<file path="src/rtl/opb_coeff_pkg.sv">
// Shared definitions for the OPB coefficient loader.
//   - Register byte offsets inside the slave window
//   - CTRL and STATUS bit positions
//   - Slave handshake FSM state encoding
//   - Saturating increment helper for the STATUS write counter
package opb_coeff_pkg;

    // Register byte offsets from C_BASEADDR
    localparam int unsigned OffCtrl   = 32'h0;
    localparam int unsigned OffPtr    = 32'h4;
    localparam int unsigned OffData   = 32'h8;
    localparam int unsigned OffStatus = 32'hC;

    // CTRL bits
    localparam int unsigned CtrlClearBit  = 0;
    localparam int unsigned CtrlCommitBit = 1;

    // STATUS fields
    localparam int unsigned StatCountWidth = 16;
    localparam int unsigned StatActiveBit  = 16;
    localparam int unsigned StatWrapBit    = 17;
    localparam int unsigned StatBeerrBit   = 18;

    typedef enum logic {
        SlvIdle = 1'b0,
        SlvAck  = 1'b1
    } slv_state_e;

    function automatic logic [StatCountWidth-1:0] sat_inc(input logic [StatCountWidth-1:0] v);
        return (&v) ? v : v + StatCountWidth'(1);
    endfunction

endpackage

</file>
<file path="src/rtl/opb_slave_if.sv">
// OPB slave handshake: accepts one transfer per hit, acknowledges it one cycle later and
// drives read data only during the acknowledge of a read.
// Ports:
//   clk, rst        - clock, synchronous active-high reset
//   hit             - decoded select inside the slave window
//   rnw, offset,    - transfer attributes, captured when the hit is accepted
//   wdata, be
//   rdata           - read data for the captured offset (from the register file)
//   xferAck         - transfer acknowledge (one cycle)
//   DBus            - slave read data, zero outside a read acknowledge
//   ack_rnw, ack_offset, ack_wdata, ack_be - captured attributes, valid with xferAck
module opb_slave_if
    import opb_coeff_pkg::*;
#(
    parameter int unsigned C_OPB_AWIDTH = 32,
    parameter int unsigned C_OPB_DWIDTH = 32
) (
    input  logic                      clk,
    input  logic                      rst,
    input  logic                      hit,
    input  logic                      rnw,
    input  logic [C_OPB_AWIDTH-1:0]   offset,
    input  logic [C_OPB_DWIDTH-1:0]   wdata,
    input  logic [C_OPB_DWIDTH/8-1:0] be,
    input  logic [C_OPB_DWIDTH-1:0]   rdata,
    output logic                      xferAck,
    output logic [C_OPB_DWIDTH-1:0]   DBus,
    output logic                      ack_rnw,
    output logic [C_OPB_AWIDTH-1:0]   ack_offset,
    output logic [C_OPB_DWIDTH-1:0]   ack_wdata,
    output logic [C_OPB_DWIDTH/8-1:0] ack_be
);

    slv_state_e state_q, state_d;

    always_comb begin
        state_d = state_q;
        unique case (state_q)
            SlvIdle: if (hit) state_d = SlvAck;
            SlvAck:  state_d = SlvIdle;
            default: state_d = SlvIdle;
        endcase
    end

    // Reset masks the acknowledge in the same cycle so an aborted transfer has no effect.
    always_comb begin
        xferAck = (state_q == SlvAck) && !rst;
        DBus    = (xferAck && ack_rnw) ? rdata : '0;
    end

    always_ff @(posedge clk) begin
        if (rst) begin
            state_q    <= SlvIdle;
            ack_rnw    <= 1'b0;
            ack_offset <= '0;
            ack_wdata  <= '0;
            ack_be     <= '0;
        end else begin
            state_q <= state_d;
            if (state_q == SlvIdle && hit) begin
                ack_rnw    <= rnw;
                ack_offset <= offset;
                ack_wdata  <= wdata;
                ack_be     <= be;
            end
        end
    end

endmodule

</file>
<file path="src/rtl/opb_coeff_loader.sv">
// OPB slave that loads filter coefficients into a shadow bank and commits banks.
// Ports:
//   OPB_Clk, OPB_Rst         - clock, synchronous active-high reset
//   OPB_ABus/BE/DBus/RNW/... - OPB master side (bit 0 is the MSB); OPB_seqAddr ignored
//   Sl_DBus, Sl_xferAck      - slave read data / acknowledge
//   Sl_errAck/retry/toutSup  - tied low
//   coeff_addr/data/we       - write port into the shadow coefficient bank
//   coeff_bank, active_bank  - bank being loaded / bank the filter reads
//   load_done                - one-cycle pulse on commit
module opb_coeff_loader
    import opb_coeff_pkg::*;
#(
    parameter int unsigned                C_OPB_AWIDTH  = 32,
    parameter int unsigned                C_OPB_DWIDTH  = 32,
    parameter logic [C_OPB_AWIDTH-1:0]    C_BASEADDR    = 32'h01000E00,
    parameter logic [C_OPB_AWIDTH-1:0]    C_HIGHADDR    = 32'h01000EFF,
    parameter int unsigned                C_COEFF_DEPTH = 256,
    parameter int unsigned                C_COEFF_WIDTH = 18,
    localparam int unsigned               PtrWidth      = $clog2(C_COEFF_DEPTH)
) (
    input  logic                          OPB_Clk,
    input  logic                          OPB_Rst,
    input  logic [0:C_OPB_AWIDTH-1]       OPB_ABus,
    input  logic [0:C_OPB_DWIDTH/8-1]     OPB_BE,
    input  logic [0:C_OPB_DWIDTH-1]       OPB_DBus,
    input  logic                          OPB_RNW,
    input  logic                          OPB_select,
    input  logic                          OPB_seqAddr,
    output logic [0:C_OPB_DWIDTH-1]       Sl_DBus,
    output logic                          Sl_xferAck,
    output logic                          Sl_errAck,
    output logic                          Sl_retry,
    output logic                          Sl_toutSup,
    output logic [PtrWidth-1:0]           coeff_addr,
    output logic [C_COEFF_WIDTH-1:0]      coeff_data,
    output logic                          coeff_we,
    output logic                          coeff_bank,
    output logic                          active_bank,
    output logic                          load_done
);

    logic                      hit;
    logic [C_OPB_AWIDTH-1:0]   offset;
    logic                      ack;
    logic                      ack_rnw;
    logic [C_OPB_AWIDTH-1:0]   ack_offset;
    logic [C_OPB_DWIDTH-1:0]   ack_wdata;
    logic [C_OPB_DWIDTH/8-1:0] ack_be;
    logic [C_OPB_DWIDTH-1:0]   rdata;
    logic [C_OPB_DWIDTH-1:0]   dbus;

    assign hit    = OPB_select && (OPB_ABus >= C_BASEADDR) && (OPB_ABus <= C_HIGHADDR);
    assign offset = OPB_ABus - C_BASEADDR;

    opb_slave_if #(
        .C_OPB_AWIDTH (C_OPB_AWIDTH),
        .C_OPB_DWIDTH (C_OPB_DWIDTH)
    ) u_slave_if (
        .clk        (OPB_Clk),
        .rst        (OPB_Rst),
        .hit        (hit),
        .rnw        (OPB_RNW),
        .offset     (offset),
        .wdata      (OPB_DBus),
        .be         (OPB_BE),
        .rdata      (rdata),
        .xferAck    (ack),
        .DBus       (dbus),
        .ack_rnw    (ack_rnw),
        .ack_offset (ack_offset),
        .ack_wdata  (ack_wdata),
        .ack_be     (ack_be)
    );

    // Plain vector assignment maps the LSB onto Sl_DBus[C_OPB_DWIDTH-1].
    assign Sl_DBus    = dbus;
    assign Sl_xferAck = ack;
    assign Sl_errAck  = 1'b0;
    assign Sl_retry   = 1'b0;
    assign Sl_toutSup = 1'b0;

    logic unused_inputs;
    assign unused_inputs = OPB_seqAddr ^ (^ack_wdata);

    // Loader state
    logic [PtrWidth-1:0]       ptr_q, ptr_d;
    logic [StatCountWidth-1:0] count_q, count_d;
    logic                      wrap_q, wrap_d;
    logic                      beerr_q, beerr_d;
    logic                      active_q, active_d;
    logic [PtrWidth-1:0]       addr_q, addr_d;
    logic [C_COEFF_WIDTH-1:0]  data_q, data_d;

    logic sel_ctrl, sel_ptr, sel_data, sel_status;
    logic wr_ack, data_strobe, be_error, do_clear, do_commit, ptr_write;

    always_comb begin
        sel_ctrl    = (ack_offset == C_OPB_AWIDTH'(OffCtrl));
        sel_ptr     = (ack_offset == C_OPB_AWIDTH'(OffPtr));
        sel_data    = (ack_offset == C_OPB_AWIDTH'(OffData));
        sel_status  = (ack_offset == C_OPB_AWIDTH'(OffStatus));
        wr_ack      = ack && !ack_rnw;
        data_strobe = wr_ack && sel_data && (&ack_be);
        be_error    = wr_ack && sel_data && !(&ack_be);
        ptr_write   = wr_ack && sel_ptr;
        do_clear    = wr_ack && sel_ctrl && ack_wdata[CtrlClearBit];
        do_commit   = wr_ack && sel_ctrl && ack_wdata[CtrlCommitBit];
    end

    always_comb begin
        ptr_d    = ptr_q;
        count_d  = count_q;
        wrap_d   = wrap_q;
        beerr_d  = beerr_q;
        active_d = active_q;
        addr_d   = addr_q;
        data_d   = data_q;
        if (data_strobe) begin
            addr_d  = ptr_q;
            data_d  = ack_wdata[C_COEFF_WIDTH-1:0];
            // Depth is a power of two, so the natural overflow is the wrap to 0.
            ptr_d   = ptr_q + PtrWidth'(1);
            count_d = sat_inc(count_q);
            if (&ptr_q) wrap_d = 1'b1;
        end
        if (be_error)  beerr_d = 1'b1;
        if (ptr_write) ptr_d = ack_wdata[PtrWidth-1:0];
        // Clear is applied before commit when both bits are set.
        if (do_clear) begin
            ptr_d   = '0;
            count_d = '0;
            wrap_d  = 1'b0;
            beerr_d = 1'b0;
        end
        if (do_commit) begin
            active_d = !active_q;
            ptr_d    = '0;
            count_d  = '0;
        end
    end

    always_ff @(posedge OPB_Clk) begin
        if (OPB_Rst) begin
            ptr_q    <= '0;
            count_q  <= '0;
            wrap_q   <= 1'b0;
            beerr_q  <= 1'b0;
            active_q <= 1'b0;
            addr_q   <= '0;
            data_q   <= '0;
        end else begin
            ptr_q    <= ptr_d;
            count_q  <= count_d;
            wrap_q   <= wrap_d;
            beerr_q  <= beerr_d;
            active_q <= active_d;
            addr_q   <= addr_d;
            data_q   <= data_d;
        end
    end

    // Write port shows the live strobe values during ACK and holds the last write otherwise.
    always_comb begin
        coeff_we    = data_strobe;
        coeff_addr  = data_strobe ? ptr_q : addr_q;
        coeff_data  = data_strobe ? ack_wdata[C_COEFF_WIDTH-1:0] : data_q;
        load_done   = do_commit;
        active_bank = active_q;
        coeff_bank  = !active_q;
    end

    // Read mux; CTRL and unmapped offsets read as zero.
    always_comb begin
        rdata = '0;
        if (sel_ptr) begin
            rdata[PtrWidth-1:0] = ptr_q;
        end else if (sel_data) begin
            rdata[C_COEFF_WIDTH-1:0] = data_q;
        end else if (sel_status) begin
            rdata[StatCountWidth-1:0] = count_q;
            rdata[StatActiveBit]      = active_q;
            rdata[StatWrapBit]        = wrap_q;
            rdata[StatBeerrBit]       = beerr_q;
        end
    end

endmodule
</file>
<file path="config.mk">
export PLATFORM = sky130hd
export DESIGN_NAME = opb_coeff_loader
export DESIGN_NICKNAME = d
export VERILOG_FILES = /design/src/rtl/opb_coeff_pkg.sv /design/src/rtl/opb_slave_if.sv /design/src/rtl/opb_coeff_loader.sv
export SDC_FILE = /design/constraint.sdc
export NUM_CORES = 1
export LEC_CHECK = 0
export CAP_MARGIN = 20
export CORE_MARGIN = 2
export CORE_UTILIZATION = 44
export CTS_CLUSTER_DIAMETER = 150
export DETAILED_ROUTE_END_ITERATION = 8
export PLACE_DENSITY = 0.84
export SLEW_MARGIN = 20
export SYNTH_ARGS = -nofsm -noshare
export SYNTH_HDL_FRONTEND = slang
export SYNTH_SLANG_ARGS = --single-unit
export TNS_END_PERCENT = 20
</file>
<file path="constraint.sdc">
create_clock -name OPB_Clk -period 1.84 [get_ports OPB_Clk]
set_clock_uncertainty 0.1 [all_clocks]
set_input_delay 0.368 -clock OPB_Clk [delete_from_list [all_inputs] [get_ports OPB_Clk]]
set_output_delay 0.368 -clock OPB_Clk [all_outputs]
set_load 0.05 [all_outputs]
</file>
* After elaboration in Yosys (flattened, before gate mapping)
Index checks and enable logic that the tools add are counted.
** Storage, ports and cells
- Register bits :: 109
** Operators by class
- $lt $le $gt $ge :: 2
- Equality and inequality tests :: 3
- Bitwise logic cells :: 2
- Mux-type cells :: 12
- Reductions and logical operators :: 25
- Add/subtract/negate cells :: 3
** Operators by type and width (number)
- $eq 32x4->1 const B :: 2
- $mux 19 :: 2
- $mux 18 :: 2
- $eq 32x3->1 const B :: 1
- $ge 32x25->1 const B :: 1
- $le 32x25->1 const B :: 1
- $logic_not 32->1 :: 1
- $mux 8 :: 4
- $sub 32x25->32 const B :: 1
- $add 16x1->16 const B :: 1
- $reduce_and 16->1 :: 1
- $logic_and 1x1->1 :: 13
- $mux 11 :: 1
- $reduce_and 9->1 :: 1
- $add 8x1->8 const B :: 1
- $logic_not 1->1 :: 4
- $reduce_and 4->1 :: 1
- $reduce_or 3->1 :: 1
- $mux 1 :: 2
- $not 1->1 :: 2
- $pmux 1 s2 :: 1
- $reduce_and 2->1 :: 1
- $reduce_bool 2->1 :: 1
- $reduce_or 2->1 :: 1

* Longest topological paths before layout
- Word-level depth :: 7
- Gate-level depth with buffers :: 8
- Mapped depth without buffers :: 6

* Cells and area by module
Synthesis repeated with hierarchy kept, for this count alone.
** Second synthesis, totals
- Cell total of the unflattened synthesis :: 744
- Area total of the unflattened synthesis :: 6693.9 µm²
** By module, submodules not included
- opb_slave_if :: times used 1, area each 3384.5 µm², sequential area each 1401.3 µm², cells each 353
- opb_coeff_loader :: times used 1, area each 3309.4 µm², sequential area each 1061.0 µm², cells each 391

* Worst setup path after synthesis
Ideal clock, no wire load.
- Path type :: register to output
- Start :: register u_slave_if.ack_offset[31]
- End :: output Sl_DBus[14] (netlist bit)
- Cell stages (with the launch flop) :: 7
- Arrival time :: 1.999 ns
- Buffers on the path :: 1
- Path slack :: -0.627 ns
- Required time :: 1.372 ns
- Cell sequence :: dfxtp_1 nor4_1 nand4_1 nor2_1 nand4_1 clkbuf_1 nor2_1
** On the way
- Longest elaborated chain between the ends :: 5
** RTL lines
- start, declared :: RTL line opb_slave_if.sv:29 : output logic [C_OPB_AWIDTH-1:0] ack_offset,
- start signal, assigned :: RTL line opb_slave_if.sv:62 : ack_offset <= offset;
- $eq 32x4->1 :: RTL line opb_coeff_loader.sv:101 : sel_status = (ack_offset == C_OPB_AWIDTH'(OffStatus));
- $mux 19 :: RTL line opb_coeff_loader.sv:179 : end else if (sel_status) begin
- $mux 18 :: RTL line opb_coeff_loader.sv:177 : end else if (sel_data) begin
- $mux 11 (*) :: RTL line opb_coeff_loader.sv:175 : if (sel_ptr) begin
- $mux 19 (*) :: RTL line opb_slave_if.sv:48 : DBus = (xferAck && ack_rnw) ? rdata : '0;
- end, declared :: RTL line opb_coeff_loader.sv:29 : output logic [0:C_OPB_DWIDTH-1] Sl_DBus,
Every way passes the cells marked *; elsewhere a longest branch is shown, timed or not.

* Worst setup path in the final report
- Start :: register u_slave_if.ack_offset[5]
- End :: output Sl_DBus[24] (netlist bit)
** On the way
- Longest elaborated chain between the ends :: 5
** RTL lines (RTL line)
- $eq 32x4->1 :: opb_coeff_loader.sv:101
- $mux 19 :: opb_coeff_loader.sv:179
- $mux 18 :: opb_coeff_loader.sv:177
- $mux 8 (*) :: opb_coeff_loader.sv:175
- $mux 19 (*) :: opb_slave_if.sv:48
Marks and branches as above.

==> flow_summary_export.csv <==
group,metric,value,unit
die,fp.dieW,111,um
logic_synthesis,synth_top_area_cell,"dfxtp_1",
clock_tree,clk_pin_slew_worst_paths,0.07,ns
critical_path,crit_fanout,8,
timing,setup_violations,148,
status,status,"finished, violations left",
timing,fmax,381,MHz
detailed_routing,final_antenna_net_count,0,
finish,fin_nets,800,
critical_path,crit-reg2reg-capture,"count_q[15]$_SDFFE_PP0P_",
die,io_pins,139,
power_and_ir_drop,ir_drop,0.000695,V
placement,routabilityCongestion,0.912,
clock_tree,cts-root-buf,"clkbuf_16",
timing,finalSetupTns,-50.46,ns
die,start_util,45.7,%
die,fp.dieH,111,um
logic_synthesis,yosys.cell_types.count,53,
timing,fin_hold_ws,0.354,ns
logic_synthesis,ys_warn_count,0,
critical_path,r2r_start,"u_slave_if.ack_offset[5]$_SDFFE_PP0P_",
global_route,grt_overflow,0,
clock_tree,cts_sinks,109,
finish,n_antenna_cell,0,
logic_synthesis,ys_seq_elements,109,
logic_synthesis,synth_ff_type,"dfxtp_1",
critical_path,crit_required,1.37,ns
logic_synthesis,synth_top_area_share,43.5,%
timing,worst_slack,-0.783,ns
logic_synthesis,avgSynthCellArea,8.80,um2
logic_synthesis,synth_area,5020,um2
job,drv_cap,0,
clock_tree,numCtsBuffers,9,
timing,slew_viol_final,0,
logic_synthesis,syn_inst,570,
power_and_ir_drop,p_leak,2.89,nW
logic_synthesis,yosysMostFrequentCell,"dfxtp_1",
status,failed_checks,"setup timing",
global_route,grt_max_degree,66,
global_route,grt_antenna_before_repair,0,
critical_path,crit_path_end,"Sl_DBus[24]",
detailed_routing,routed.top_layer,"met4",
critical_path,cp.arrival,2.16,ns
logic_synthesis,synth.top_cells.by_count,"dfxtp_1, nand2_1, a21oi_1, mux2_2, nor2_1",
detailed_routing,drc,0,
timing,layout_min_cycle_time,2.62,ns
detailed_routing,viasPerCell,5.91,
timing,rsz0062_at_grt,"true",
critical_path,worst-r2r-setup-slack,-0.62,ns
detailed_routing,drtPass1Iterations,6,
timing,tightestPinTransition,0.682,ns
clock_tree,cts_max_level,3,
timing,finalHoldViolCount,0,
die,fp-row-count,38,
clock_tree,cts_buffer_depth,2,
detailed_routing,met3_length,1150,um
detailed_routing,wirelength_met1,6030,um
min_path,hold_start,"u_slave_if.ack_wdata[15]$_SDFFE_PP0P_",
min_path,min-delay-path-class,"register to register",
critical_path,critPathLaunch,"u_slave_if.ack_offset[5]$_SDFFE_PP0P_",
timing,maxSlewHeadroom,54.5,%
power_and_ir_drop,power.density,587,nW/um2
placement,port_buffers,107,
placement,hpwl,10400,um
finish,fillCellCount,684,
detailed_routing,drtIter0Drc,394,
detailed_routing,avgRoutedWirePerCell,19.0,um
global_route,grtUsageTotal,24.6,%
global_route,grt_pass1_vias,5090,
logic_synthesis,ys_seq_area_share,43.5,%
logic_synthesis,synth_edf_count,0,
detailed_routing,vias,5122,
detailed_routing,dr_wl_met2,8430,um
clock_tree,hold_buffers,0,
critical_path,endpoint_kind,"output port",
critical_path,start_kind,"register",
die,core,11000,um2
clock_tree,tritoncts,"built",
finish,syn2layout_area_growth,54.2,%
detailed_routing,drt_wl_total,16400,um
finish,drive_gt1_share,33.6,%
logic_synthesis,synth_area_leaders,"dfxtp_1, mux2_2, nand2_1, a21oi_1, nor2b_1",
logic_synthesis,async_flop_share,0,%
die,dieArea,12300,um2
global_route,grt_pass1_wl,24900,um
critical_path,ff2ff_path_depth,8,
timing,min_period_over_period,143,%
clock_tree,clkLatencyLatePin,0.35,ns
critical_path,critical_path_class,"register to output port",
-- metal layers --
layer | GRT usage (%) | vias to the layer above
met2 | 45.6 | 306
met3 | 4.05 | 89
met5 | 0 | -
li1 | - | 2315
met4 | 12.0 | 0
met1 | 27.1 | 2412
-- through the flow --
stage                     power [mW]  std cells  util [%]  worst slack [ns]  area [um2]
after floorplan                 2.55        585         -            -0.263        5410
after global placement          2.67        847      64.3            -0.514        7060
after detailed placement        2.67        847      64.3            -0.603        7060
after CTS                       4.50        865      69.2            -0.718        7600
after global routing            4.65        867      70.4            -0.852        7740
final                           4.54        867      70.4            -0.783        7740
-- placed cells by master, fill, tap and decap left out, types with 11 or more instances in the layout --
cell type and count:
nand3_1 13, and2_1 12, o21a_1 15, conb_1 16, nor2_4 21, a21oi_1 51, buf_6 31, nand2_1 76
buf_12 30, buf_4 62, dfxtp_1 106, clkdlybuf4s50_1 56, o31ai_1 11, mux2_2 14, nor2b_1 27, mux2_4 20
-- layout make-up --
cell class / instances / area [um2] / area share, %
sequential: 109 / 2190 / 28.3
clock inverter: 4 / 48.8 / 0.631
multi-input combinational: 418 / 3060 / 39.5
clock buffer: 10 / 229 / 2.96
timing repair buffer: 182 / 2020 / 26.1
inverter: 4 / 18.8 / 0.243
tap: 140 / 175 / 2.26
-- registers in the layout, indices dropped and copies added (netlist names) --
signal / count
u_slave_if.ack_rnw: 1
addr_q: 8
wrap_q: 1
count_q: 16
u_slave_if.ack_offset: 32
beerr_q: 1
ptr_q: 8
data_q: 18
u_slave_if.state_q: 1
active_bank: 1
u_slave_if.ack_be: 4
u_slave_if.ack_wdata: 18
-- critical path: stages, from the launching register on --
cell and delay (ns):
dfxtp_2 0.34, nor4_4 0.33, nand4_1 0.23, nor2_4 0.20
buf_12 0.12, nand3_4 0.22, nor2_4 0.22, buf_12 0.15
-- how the worst min path moves through the flow --
| stage | to | depth (start not counted) | slack (ns) |
|---|---|---|---|
| floorplan | u_slave_if.ack_wdata[17]$_SDFFE_PP0P_ | 2 | 0.33 |
| global placement | u_slave_if.ack_wdata[17]$_SDFFE_PP0P_ | 2 | 0.34 |
| detailed placement | u_slave_if.ack_wdata[15]$_SDFFE_PP0P_ | 2 | 0.35 |
| CTS | u_slave_if.ack_wdata[15]$_SDFFE_PP0P_ | 2 | 0.36 |
| global route | u_slave_if.ack_wdata[13]$_SDFFE_PP0P_ | 2 | 0.38 |
| finish | u_slave_if.ack_wdata[15]$_SDFFE_PP0P_ | 2 | 0.35 |
-- power breakdown --
part	switching [mW]	internal, mW	total (mW)
Sequential	0.0000000446	2.36	2.36
Clock	0.871	1.04	1.91
Combinational	0.144	0.126	0.270
-- timing repair --
item,4_1_cts,5_1_grt
endpoints found under the setup margin,155,155
hold endpoints to repair,0,0
pin swaps,43,33
gates resized for setup,58,23
setup buffers,4,1
cloned,0,1
-- cells by family after synthesis --
kind of cell / after synthesis / share of synthesized area [%]
xor gates and xnor gates: 2 / 0.349
muxes: 44 / 9.63
DFF: 109 / 43.5
adders and majority gates: 3 / 0.748
and+or+nand+nor: 235 / 25.0
other: 1 / 0.0748
AOI/OAI and AO/OA: 118 / 14.6
buffers and inverters: 58 / 6.11
Power figures use the tool's default switching activity.
